[src/rtl/pipelined_functional_unit_if.sv]
`default_nettype none
// ============================================================================
// Module      : pipelined_functional_unit_if
// Description : Operation/result handshake bundle for pipelined_functional_unit.
//               master = operation producer / result consumer,
//               slave  = the functional unit.
//   IN_VALID/IN_READY   operation handshake, A/B/C operands, INST opcode
//   OUT_VALID/OUT_READY result handshake, Z result, FLAGS {N,Zf,C,V}
// Revision    : 1.0 - initial release
// ============================================================================
interface pipelined_functional_unit_if #(
    parameter int WIDTH = 32
);
    logic             IN_VALID;
    logic             IN_READY;
    logic [WIDTH-1:0] A;
    logic [WIDTH-1:0] B;
    logic [WIDTH-1:0] C;
    logic [4:0]       INST;
    logic             OUT_VALID;
    logic             OUT_READY;
    logic [WIDTH-1:0] Z;
    logic [3:0]       FLAGS;

    modport master (
        output IN_VALID, A, B, C, INST, OUT_READY,
        input  IN_READY, OUT_VALID, Z, FLAGS
    );

    modport slave (
        input  IN_VALID, A, B, C, INST, OUT_READY,
        output IN_READY, OUT_VALID, Z, FLAGS
    );
endinterface
`default_nettype wire

[src/rtl/pipelined_functional_unit.sv]
`default_nettype none
// ============================================================================
// Module      : pipelined_functional_unit
// Description : Single-issue functional unit with ALU, barrel shifter and a
//               pipelined multiply-add. ALU/shifter/reserved ops complete in
//               one cycle; MADD takes MADD_STAGES+1 cycles. One op in flight.
//   CLOCK  : clock, rising edge
//   RESET  : asynchronous active-high reset
//   bus    : slave side of pipelined_functional_unit_if (see interface)
// Revision    : 1.0 - initial release
// ============================================================================
module pipelined_functional_unit #(
    parameter int WIDTH       = 32,
    parameter int MADD_STAGES = 2
) (
    input  wire logic                    CLOCK,
    input  wire logic                    RESET,
    pipelined_functional_unit_if.slave   bus
);

    localparam int c_shw   = $clog2(WIDTH);
    localparam int c_cnt_w = $clog2(MADD_STAGES + 1);
    localparam logic [c_cnt_w-1:0] c_cnt_load = c_cnt_w'(MADD_STAGES);

    localparam logic [1:0] c_unit_alu  = 2'b00;
    localparam logic [1:0] c_unit_shf  = 2'b01;
    localparam logic [1:0] c_unit_madd = 2'b10;

    localparam logic [1:0] c_st_idle      = 2'd0;
    localparam logic [1:0] c_st_madd_busy = 2'd1;
    localparam logic [1:0] c_st_hold      = 2'd2;

    // ------------------------------------------------------------------
    // State
    // ------------------------------------------------------------------
    logic [1:0]         state_q,     state_d;
    logic [c_cnt_w-1:0] cnt_q,       cnt_d;
    logic               out_valid_q, out_valid_d;
    logic [WIDTH-1:0]   z_q,         z_d;
    logic [3:0]         flags_q,     flags_d;
    logic [WIDTH-1:0]   alu_a_q,     alu_a_d;
    logic [WIDTH-1:0]   alu_b_q,     alu_b_d;
    logic [WIDTH-1:0]   shf_a_q,     shf_a_d;
    logic [c_shw-1:0]   shf_amt_q,   shf_amt_d;
    logic [WIDTH-1:0]   madd_a_q,    madd_a_d;
    logic [WIDTH-1:0]   madd_b_q,    madd_b_d;
    logic [WIDTH-1:0]   madd_c_q,    madd_c_d;
    logic [WIDTH-1:0]   pipe_q [MADD_STAGES];
    logic [WIDTH-1:0]   pipe_d [MADD_STAGES];

    // ------------------------------------------------------------------
    // Control wires
    // ------------------------------------------------------------------
    logic [1:0] w_unit;
    logic       w_in_ready;
    logic       w_accept;
    logic       w_out_fire;
    logic       w_madd_adv;
    logic       w_madd_done;
    logic       w_madd_load;
    logic       w_alu_load;
    logic       w_shf_load;

    assign w_unit = bus.INST[4:3];

    // ------------------------------------------------------------------
    // FSM: state register
    // ------------------------------------------------------------------
    always_ff @(posedge CLOCK or posedge RESET) begin : p_state_reg
        if (RESET) begin
            state_q <= c_st_idle;
        end else begin
            state_q <= state_d;
        end
    end

    // ------------------------------------------------------------------
    // FSM: next state
    // ------------------------------------------------------------------
    always_comb begin : p_next_state
        state_d = state_q;
        case (state_q)
            c_st_idle: begin
                if (w_accept) begin
                    state_d = (w_unit == c_unit_madd) ? c_st_madd_busy : c_st_hold;
                end
            end
            c_st_madd_busy: begin
                if (w_madd_done) begin
                    state_d = c_st_hold;
                end
            end
            c_st_hold: begin
                // A new 1-cycle op in HOLD keeps us in HOLD with a fresh result
                if (w_accept) begin
                    state_d = (w_unit == c_unit_madd) ? c_st_madd_busy : c_st_hold;
                end else if (w_out_fire) begin
                    state_d = c_st_idle;
                end
            end
            default: state_d = c_st_idle;
        endcase
    end

    // ------------------------------------------------------------------
    // FSM: outputs / strobes
    // ------------------------------------------------------------------
    always_comb begin : p_ctrl_out
        // RESET gates IN_READY directly so it is low while reset is held
        w_in_ready  = !RESET && (state_q != c_st_madd_busy) &&
                      (!out_valid_q || bus.OUT_READY);
        w_accept    = w_in_ready && bus.IN_VALID;
        w_out_fire  = out_valid_q && bus.OUT_READY;
        w_madd_adv  = (state_q == c_st_madd_busy);
        // Counter reaches zero one cycle before the result is registered,
        // giving MADD_STAGES+1 busy cycles in total
        w_madd_done = w_madd_adv && (cnt_q == '0);
        w_madd_load = w_accept && (w_unit == c_unit_madd);
        w_alu_load  = w_accept && (w_unit == c_unit_alu);
        w_shf_load  = w_accept && (w_unit == c_unit_shf);
    end

    // ------------------------------------------------------------------
    // ALU: live operands on acceptance, otherwise held values
    // ------------------------------------------------------------------
    logic [WIDTH-1:0] w_alu_a, w_alu_b, w_alu_z;
    logic [WIDTH:0]   w_add_full, w_sub_full;
    logic             w_alu_c, w_alu_v, w_slt;

    assign w_alu_a = w_alu_load ? bus.A : alu_a_q;
    assign w_alu_b = w_alu_load ? bus.B : alu_b_q;
    assign w_slt   = $signed(w_alu_a) < $signed(w_alu_b);

    always_comb begin : p_alu
        w_add_full = {1'b0, w_alu_a} + {1'b0, w_alu_b};
        w_sub_full = {1'b0, w_alu_a} - {1'b0, w_alu_b};
        w_alu_z    = '0;
        w_alu_c    = 1'b0;
        w_alu_v    = 1'b0;
        case (bus.INST[2:0])
            3'b000: begin
                w_alu_z = w_add_full[WIDTH-1:0];
                w_alu_c = w_add_full[WIDTH];
                w_alu_v = (w_alu_a[WIDTH-1] == w_alu_b[WIDTH-1]) &&
                          (w_add_full[WIDTH-1] != w_alu_a[WIDTH-1]);
            end
            3'b001: begin
                w_alu_z = w_sub_full[WIDTH-1:0];
                w_alu_c = !w_sub_full[WIDTH];     // no borrow: A >= B
                w_alu_v = (w_alu_a[WIDTH-1] != w_alu_b[WIDTH-1]) &&
                          (w_sub_full[WIDTH-1] != w_alu_a[WIDTH-1]);
            end
            3'b010:  w_alu_z = w_alu_a & w_alu_b;
            3'b011:  w_alu_z = w_alu_a | w_alu_b;
            3'b100:  w_alu_z = w_alu_a ^ w_alu_b;
            3'b101:  w_alu_z = ~w_alu_a;
            3'b110:  w_alu_z = w_alu_a;
            default: w_alu_z = {{(WIDTH-1){1'b0}}, w_slt};
        endcase
    end

    // ------------------------------------------------------------------
    // Shifter
    // ------------------------------------------------------------------
    logic [WIDTH-1:0]        w_shf_a, w_shf_z;
    logic signed [WIDTH-1:0] w_shf_sa;
    logic [c_shw-1:0]        w_shf_amt;

    assign w_shf_a   = w_shf_load ? bus.A : shf_a_q;
    assign w_shf_amt = w_shf_load ? bus.B[c_shw-1:0] : shf_amt_q;
    assign w_shf_sa  = $signed(w_shf_a);

    always_comb begin : p_shifter
        w_shf_z = w_shf_a;
        if (!bus.INST[0]) begin
            w_shf_z = w_shf_a << w_shf_amt;
        end else if (bus.INST[1]) begin
            w_shf_z = $unsigned(w_shf_sa >>> w_shf_amt);
        end else begin
            w_shf_z = w_shf_a >> w_shf_amt;
        end
    end

    // ------------------------------------------------------------------
    // Single-cycle result select (reserved unit falls out as Z=0, Zf=1)
    // ------------------------------------------------------------------
    logic [WIDTH-1:0] w_fast_z;
    logic [3:0]       w_fast_flags;
    logic             w_fast_c, w_fast_v;

    always_comb begin : p_fast_result
        w_fast_z = '0;
        w_fast_c = 1'b0;
        w_fast_v = 1'b0;
        case (w_unit)
            c_unit_alu: begin
                w_fast_z = w_alu_z;
                w_fast_c = w_alu_c;
                w_fast_v = w_alu_v;
            end
            c_unit_shf: w_fast_z = w_shf_z;
            default:    w_fast_z = '0;
        endcase
        w_fast_flags = {w_fast_z[WIDTH-1], (w_fast_z == '0), w_fast_c, w_fast_v};
    end

    // ------------------------------------------------------------------
    // Multiply-add pipeline
    // ------------------------------------------------------------------
    logic [WIDTH-1:0] w_madd_res, w_madd_out;

    assign w_madd_res = madd_a_q * madd_b_q + madd_c_q;
    assign w_madd_out = pipe_q[MADD_STAGES-1];

    always_comb begin : p_madd_next
        madd_a_d = madd_a_q;
        madd_b_d = madd_b_q;
        madd_c_d = madd_c_q;
        pipe_d   = pipe_q;
        if (w_madd_load) begin
            madd_a_d = bus.A;
            madd_b_d = bus.B;
            madd_c_d = bus.C;
        end
        if (w_madd_adv) begin
            pipe_d[0] = w_madd_res;
            for (int i = 1; i < MADD_STAGES; i++) begin
                pipe_d[i] = pipe_q[i-1];
            end
        end
    end

    // ------------------------------------------------------------------
    // Counter, held operands and output register next values
    // ------------------------------------------------------------------
    always_comb begin : p_dp_next
        cnt_d       = cnt_q;
        alu_a_d     = w_alu_a;
        alu_b_d     = w_alu_b;
        shf_a_d     = w_shf_a;
        shf_amt_d   = w_shf_amt;
        out_valid_d = out_valid_q;
        z_d         = z_q;
        flags_d     = flags_q;

        if (w_madd_load) begin
            cnt_d = c_cnt_load;
        end else if (w_madd_adv && (cnt_q != '0)) begin
            cnt_d = cnt_q - c_cnt_w'(1);
        end

        if (w_out_fire) begin
            out_valid_d = 1'b0;
        end

        if (w_accept) begin
            if (w_unit != c_unit_madd) begin
                out_valid_d = 1'b1;
                z_d         = w_fast_z;
                flags_d     = w_fast_flags;
            end
        end else if (w_madd_done) begin
            out_valid_d = 1'b1;
            z_d         = w_madd_out;
            flags_d     = {w_madd_out[WIDTH-1], (w_madd_out == '0), 2'b00};
        end
    end

    always_ff @(posedge CLOCK or posedge RESET) begin : p_dp_reg
        if (RESET) begin
            cnt_q       <= '0;
            out_valid_q <= 1'b0;
            z_q         <= '0;
            flags_q     <= '0;
            alu_a_q     <= '0;
            alu_b_q     <= '0;
            shf_a_q     <= '0;
            shf_amt_q   <= '0;
            madd_a_q    <= '0;
            madd_b_q    <= '0;
            madd_c_q    <= '0;
            for (int i = 0; i < MADD_STAGES; i++) begin
                pipe_q[i] <= '0;
            end
        end else begin
            cnt_q       <= cnt_d;
            out_valid_q <= out_valid_d;
            z_q         <= z_d;
            flags_q     <= flags_d;
            alu_a_q     <= alu_a_d;
            alu_b_q     <= alu_b_d;
            shf_a_q     <= shf_a_d;
            shf_amt_q   <= shf_amt_d;
            madd_a_q    <= madd_a_d;
            madd_b_q    <= madd_b_d;
            madd_c_q    <= madd_c_d;
            pipe_q      <= pipe_d;
        end
    end

    assign bus.IN_READY  = w_in_ready;
    assign bus.OUT_VALID = out_valid_q;
    assign bus.Z         = z_q;
    assign bus.FLAGS     = flags_q;

endmodule
`default_nettype wire

[src/flat_wrapper.sv]
// flat-port wrapper written by rule: the top's interface ports become plain ports
module pipelined_functional_unit_flat 
#(
    parameter int WIDTH       = 32,
    parameter int MADD_STAGES = 2
)
  (CLOCK, RESET, bus_IN_VALID, bus_A, bus_B, bus_C, bus_INST, bus_OUT_READY, bus_IN_READY, bus_OUT_VALID, bus_Z, bus_FLAGS);
  pipelined_functional_unit_if #(.WIDTH(WIDTH)) bus_i ();
  input  wire logic CLOCK;
  input  wire logic RESET;
  input wire logic [$bits(bus_i.IN_VALID)-1:0] bus_IN_VALID;
  input wire logic [$bits(bus_i.A)-1:0] bus_A;
  input wire logic [$bits(bus_i.B)-1:0] bus_B;
  input wire logic [$bits(bus_i.C)-1:0] bus_C;
  input wire logic [$bits(bus_i.INST)-1:0] bus_INST;
  input wire logic [$bits(bus_i.OUT_READY)-1:0] bus_OUT_READY;
  output wire logic [$bits(bus_i.IN_READY)-1:0] bus_IN_READY;
  output wire logic [$bits(bus_i.OUT_VALID)-1:0] bus_OUT_VALID;
  output wire logic [$bits(bus_i.Z)-1:0] bus_Z;
  output wire logic [$bits(bus_i.FLAGS)-1:0] bus_FLAGS;
  assign bus_i.IN_VALID = bus_IN_VALID;
  assign bus_i.A = bus_A;
  assign bus_i.B = bus_B;
  assign bus_i.C = bus_C;
  assign bus_i.INST = bus_INST;
  assign bus_i.OUT_READY = bus_OUT_READY;
  assign bus_IN_READY = bus_i.IN_READY;
  assign bus_OUT_VALID = bus_i.OUT_VALID;
  assign bus_Z = bus_i.Z;
  assign bus_FLAGS = bus_i.FLAGS;
  pipelined_functional_unit #(.WIDTH(WIDTH), .MADD_STAGES(MADD_STAGES)) u_core (.CLOCK(CLOCK), .RESET(RESET), .bus(bus_i));
endmodule
[config.mk]
export PLATFORM = sky130hd
export DESIGN_NAME = pipelined_functional_unit_flat
export DESIGN_NICKNAME = d
export VERILOG_FILES = /design/src/rtl/pipelined_functional_unit_if.sv /design/src/rtl/pipelined_functional_unit.sv /design/src/flat_wrapper.sv
export SDC_FILE = /design/constraint.sdc
export NUM_CORES = 2
export LEC_CHECK = 0
export BUFFER_PORTS_ARGS = -buffer_cell sky130_fd_sc_hd__buf_2
export CAP_MARGIN = 20
export CELL_PAD_IN_SITES_DETAIL_PLACEMENT = 1
export CELL_PAD_IN_SITES_GLOBAL_PLACEMENT = 2
export CORE_MARGIN = 4
export CORE_UTILIZATION = 41
export CTS_BUF_LIST = sky130_fd_sc_hd__clkbuf_2 sky130_fd_sc_hd__clkbuf_4 sky130_fd_sc_hd__clkbuf_8
export CTS_CLUSTER_DIAMETER = 100
export DETAILED_ROUTE_END_ITERATION = 8
export PLACE_DENSITY_LB_ADDON = 0.1
export SLEW_MARGIN = 25
export SYNTH_ARGS = -nofsm -noshare
export SYNTH_HDL_FRONTEND = slang
export SYNTH_SLANG_ARGS = --single-unit
[constraint.sdc]
create_clock -name CLOCK -period 14.1 [get_ports CLOCK]
set_input_delay 2.82 -clock CLOCK [delete_from_list [all_inputs] [get_ports CLOCK]]
set_output_delay 2.82 -clock CLOCK [all_outputs]
set_load 0.02 [all_outputs]
# After elaboration in Yosys (flattened, before gate mapping)
# Cells that the tools add are included.
[classes]
n_addsub = 4
multipliers = 1
div_mod_pow = 0
n_lt_le_gt_ge = 1
n_eq_ne = 20
shift = 3
muxes = 30
n_bitwise = 4
n_reduce_logical = 26
[op_table]
columns = ["operator", "n"]
rows = [
  ["32-bit 2-to-1 mux", 8],
  ["32-bit case mux with 7 select lines", 1],
  ["32-bit logical NOT", 2],
  ["32-bit case mux with 2 select lines", 1],
  ["32-bit by 32-bit adder with 33-bit output", 1],
  ["32-bit by 32-bit subtractor with 33-bit output", 1],
  ["32-bit adder", 1],
  ["32-bit bitwise AND", 1],
  ["32-bit < comparator", 1],
  ["32-bit by 32-bit multiplier with 32-bit output", 1],
  ["32-bit inverter", 1],
  ["32-bit bitwise OR", 1],
  ["32-bit by 5-bit left shift with 32-bit output", 1],
  ["32-bit by 5-bit >> shifter with 32-bit output", 1],
  ["32-bit by 5-bit >>> shifter with 32-bit output", 1],
  ["32-bit bitwise XOR", 1],
  ["2-bit 2-to-1 mux", 7],
  ["4-bit 2-to-1 mux", 3],
  ["1-bit logical AND", 11],
  ["3-bit equality test (second input constant)", 3],
  ["3-bit by 2-bit equality test with 1-bit output (second input constant)", 2],
  ["2-bit logical NOT", 3],
  ["1-bit 2-to-1 mux", 6],
  ["2-bit != test (second input constant)", 3],
  ["17 further kinds", 27],
]
[word_totals]
register_bits = 302
latchBits = 0
ram_bits = 0
rom_bits = 0
inputBits = 105
output_inout_bits = 38
word_cells = 103
n_memories = 0

# Longest topological paths before layout
[depth]
depth_word = 13
mapped_depth = 30
mapped_depth_nobuf = 28

# Least setup slack after synthesis
# No wires, ideal clock.
[synth_path]
path_kind = "input to register"
start = "input port bus_OUT_READY"
end = "register u_core.flags_q[2] (netlist: u_core.bus.FLAGS[2])"
setup_ns = 0.064
arrival_ns = 8.556
t_required_ns = 14.036
setup_slack_ns = 5.480
cell_stages = 25
n_path_buf = 7
cell_sequence = "nand2b_1 > clkbuf_1 > nand4_1 > buf_2 > buf_2 > buf_2 > clkbuf_1 > clkbuf_1 > nor2_1 > a21o_1 > inv_1 > ha_1 > clkbuf_1 > or2_2 > o211ai_1 > a211oi_1 > a2111oi_1 > o21ai_0 > a31oi_1 > o21ai_0 > or4_1 > nor2_1 > nand3_1 > nor4_1 > a21o_1"
[synth_via]
elab_cells_between_ends = 29
[synth_rtl]
columns = ["item", "line", "source"]
rows = [
  ["start: declaration", "flat_wrapper.sv:16", "input wire logic [$bits(bus_i.OUT_READY)-1:0] bus_OUT_READY;"],
  ["1-bit logical OR *", "pipelined_functional_unit.sv:111", "(!out_valid_q || bus.OUT_READY);"],
  ["1-bit logical AND *", "pipelined_functional_unit.sv:110", "w_in_ready = !RESET && (state_q != c_st_madd_busy) &&"],
  ["1-bit logical AND *", "pipelined_functional_unit.sv:112", "w_accept = w_in_ready && bus.IN_VALID;"],
  ["1-bit logical AND *", "pipelined_functional_unit.sv:119", "w_alu_load = w_accept && (w_unit == c_unit_alu);"],
  ["32-bit 2-to-1 mux *", "pipelined_functional_unit.sv:131", "assign w_alu_b = w_alu_load ? bus.B : alu_b_q;"],
  ["via u_core.alu_b_d[2]", "pipelined_functional_unit.sv:42", "logic [WIDTH-1:0] alu_b_q, alu_b_d;"],
  ["32-bit by 32-bit subtractor with 33-bit output (tied with other cells)", "pipelined_functional_unit.sv:136", "w_sub_full = {1'b0, w_alu_a} - {1'b0, w_alu_b};"],
  ["32-bit case mux with 7 select lines *", "pipelined_functional_unit.sv:140", "case (bus.INST[2:0])"],
  ["32-bit case mux with 2 select lines *", "pipelined_functional_unit.sv:195", "case (w_unit)"],
  ["32-bit logical NOT *", "pipelined_functional_unit.sv:204", "w_fast_flags = {w_fast_z[WIDTH-1], (w_fast_z == '0), w_fast_c, w_fast_v};"],
  ["4-bit 2-to-1 mux *", "pipelined_functional_unit.sv:257", "if (w_unit != c_unit_madd) begin"],
  ["4-bit 2-to-1 mux *", "pipelined_functional_unit.sv:256", "if (w_accept) begin"],
  ["end signal: assignment", "pipelined_functional_unit.sv:289", "flags_q <= flags_d;"],
  ["end: declaration", "pipelined_functional_unit.sv:40", "logic [3:0] flags_q, flags_d;"],
]
# Mark *: on every way through the listed nets, which the timed path passes. The rest lies on a longest branch. The select of a mux whose other input is x is not followed.
# A chain may end at the register's enable or synchronous reset.

# Worst setup path in the final report
[layout_path]
start = "register u_core.madd_a_q[10]"
end = "register u_core.pipe_q[61] (netlist name)"
[layout_via]
elab_chain_cells = 2
[layout_rtl]
columns = ["item", "line", "source"]
rows = [
  ["start: declaration", "pipelined_functional_unit.sv:45", "logic [WIDTH-1:0] madd_a_q, madd_a_d;"],
  ["start signal: assignment", "pipelined_functional_unit.sv:294", "madd_a_q <= madd_a_d;"],
  ["32-bit by 32-bit multiplier with 32-bit output", "pipelined_functional_unit.sv:212", "assign w_madd_res = madd_a_q * madd_b_q + madd_c_q;"],
  ["32-bit adder", "pipelined_functional_unit.sv:212", ""],
  ["end signal: assignment", "pipelined_functional_unit.sv:297", "pipe_q <= pipe_d;"],
  ["end: declaration", "pipelined_functional_unit.sv:48", "logic [WIDTH-1:0] pipe_q [MADD_STAGES];"],
]
# Every way passes these cells.

==> impl_metrics.ini <==
[cts]
numCtsBuffers = 61
cts_root_buf = clkbuf_8
tritoncts = yes
h-tree-depth = 2
postCtsHoldBufs = 0
cts_sinks = 301
insertion_delay_ns = 0.78
clockBufferDepth = 3
cts_resized = 0
postCtsSetupBuffers = 0
clk_pin_slew_worst_paths_ns = 0.06

[drt]
wl_mm = 181.4
dr.pass1.iters = 5
num_vias = 36616
drc_errors = 0
wire_per_inst_um = 29.31
routed_via_density = 5.917
antenna_left = 0
drt-initial-drc-count = 3117

[setup_path]
endpoint_kind = flip-flop
critPathKind = reg -> reg
critPathArrivalTime_ns = 8.85
critPathSlowestCell = dfrtp_1
cp_data_required_time_ns = 14.70
worstSetupStartpointType = flip-flop
max_stage_delay_ns = 0.82
crit_top_cell = fa_1
path_max_fanout = 13

[timing]
relSlewSlack_pct = 19.88
drv_slew = 0
setup_viol_count_final = 0
rsz0062_at_grt = false
post-route-period-util_pct = 58.50
finalHoldViolations = 0
max_freq_mhz = 121.2
clock-skew-final_ns = 0.02891
layout_min_cycle_time_ns = 8.248
fin_tns_setup_ns = 0
tightest_slew_ns = 1.168

[outcome]
status = finished clean

[place]
place.gp.congestion = 0.9807
placedCellCount = 6067
dpl.hpwl_mm = 136.7
io_buffers = 142

[die]
core_um2 = 100400
die_height_um = 326.8
start_util_pct = 41.50
die_area_um2 = 106800
die_w_um = 326.8
io_pins = 143
row_count = 116

[grt]
grt_pass1_vias = 38547
antenna_found_initial = 22
grt_overflow_total = 0
grt_max_degree = 129
grt_pass1_wl_mm = 269.7
grt_usage_pct = 33.96

[logic_synthesis]
synth_top_family_by_area = adder cells
synth-simple-area-share_pct = 17.34
ys_seq_elements = 301
yosysSeqAreaShare_pct = 18.07
yosys_most_used_dff = dfrtp_1
synthArstFlopShare_pct = 100.0
synth_fp_nets = 5574
yosysWarnings = 0
syn-cell-area_um2 = 41680
synth_compound_area_share_pct = 12.80
synthMuxAreaShare_pct = 12.74
syn_inst = 4808
yosys.area.top_type = fa_1
syn_area_per_cell_um2 = 8.669
synth_top_area_share_pct = 21.13
synth_adder_area_share_pct = 27.77
synth_edf_count = 0
synth_area_leaders = fa_1 (21%), dfrtp_1 (18%), ha_1 (6.6%)
yosysUniqueCellTypes = 94
synth_xor_area_share_pct = 2.311

[layout]
finalNetCount = 5540
final_cell_mix = nand2_1 (690), inv_1 (608), fa_1 (440)
syn_to_final_growth_pct = 7.877
final_layout_size_suffix_gt1_share_pct = 13.31
layout.cells.most_common = nand2_1
final_cells = 6188

[flow_run]
cap_violations = 0

[min_path]
worstHoldPathType = reg -> reg
==> state kept, by name (all words and copies together) (netlist names) <==
name / cells
u_core.w_madd_out: 32
u_core.state_q: 2
u_core.shf_amt_q: 5
u_core.bus.FLAGS: 4
u_core.alu_b_q: 32
u_core.bus.OUT_VALID: 1
u_core.shf_a_q: 32
u_core.madd_a_q: 32
u_core.madd_b_q: 32
u_core.cnt_q: 2
u_core.madd_c_q: 32
u_core.alu_a_q: 32
u_core.pipe_q: 32
u_core.bus.Z: 31
==> cells in the mapped netlist (all sizes together) (84+ instances only) <==
cell      n
buf      89
ha      221
o21ai   214
mux2    160
xnor2    84
a21oi   194
nand2   691
inv     612
mux2i   186
fa      440
and2    311
dfrtp   301
nor2    257
clkbuf  254
==> routing by layer <==
metal	share of wire [%]	track usage [%]	up-vias
li1	-	-	15833
met1	43	45.94	18984
met2	45	53.08	1401
met3	6.5	5.522	392
met4	6.0	16.63	6
met5	0.025	0	-
==> worst paths after layout <==
kind                                                 startpoint                                 to  slack, ns  cells after the start
worst max register to register  u_core.madd_a_q[10]$_DFFE_PP0P_      u_core.pipe_q[61]$_DFFE_PP0P_       5.85                     28
worst min-delay path              u_core.pipe_q[52]$_DFFE_PP0P_  u_core.w_madd_out[20]$_DFFE_PP0P_       0.48                      2
min in group asynchronous                                 RESET       u_core.alu_b_q[10]$_DFF_PP0_       2.06                      2
max in group asynchronous                                 RESET     u_core.madd_b_q[7]$_DFFE_PP0P_      10.48                      4
worst max-delay path            u_core.madd_a_q[10]$_DFFE_PP0P_      u_core.pipe_q[61]$_DFFE_PP0P_       5.85                     28
worst min register to register    u_core.pipe_q[52]$_DFFE_PP0P_  u_core.w_madd_out[20]$_DFFE_PP0P_       0.48                      2
==> worst max-delay path, delay by kind of cell, from the launching register on <==
kind	cells	cell delay (ns)
fa+ha+maj	9	3.84
compound gates	9	2.01
flops	1	0.82
simple gates	4	0.63
buf+inv	5	0.53
xor+xnor	1	0.22
==> cell families after synthesis <==
| family | count (synthesis) |
|---|---|
| simple gates | 1540 |
| buf+inv | 958 |
| compound gates | 819 |
| fa+ha+maj | 661 |
| mux | 419 |
| flops | 301 |
| xor+xnor | 110 |
==> through the flow <==
| stage | setup WS [ns] | instance area [um^2] | hold slack (ns) | utilization (%) |
|---|---|---|---|---|
| floorplan | 2.962 | 41680 | 0.4386 | - |
| global placement | 5.423 | 43550 | 0.4570 | 43.36 |
| detailed placement | 5.411 | 43550 | 0.4610 | 43.36 |
| CTS | 5.842 | 44910 | 0.4809 | 44.72 |
| global route | 5.477 | 44950 | 0.4991 | 44.75 |
| finish | 5.852 | 44960 | 0.4792 | 44.77 |
==> final cells by class <==
type / instances / area, um^2
fillers: 11875 / 55470
repair buffers: 246 / 1548
well taps: 1357 / 1698
clock inverters: 17 / 196.4
inverters: 615 / 2316
multi-input cells: 3549 / 30480
flip-flops and latches: 301 / 7538
clock buffers: 95 / 1164
diodes: 8 / 20.02
Power is left out: the tool's default activity adds up to more than one toggle a clock period on the data nets, which glitch-free logic cannot reach.
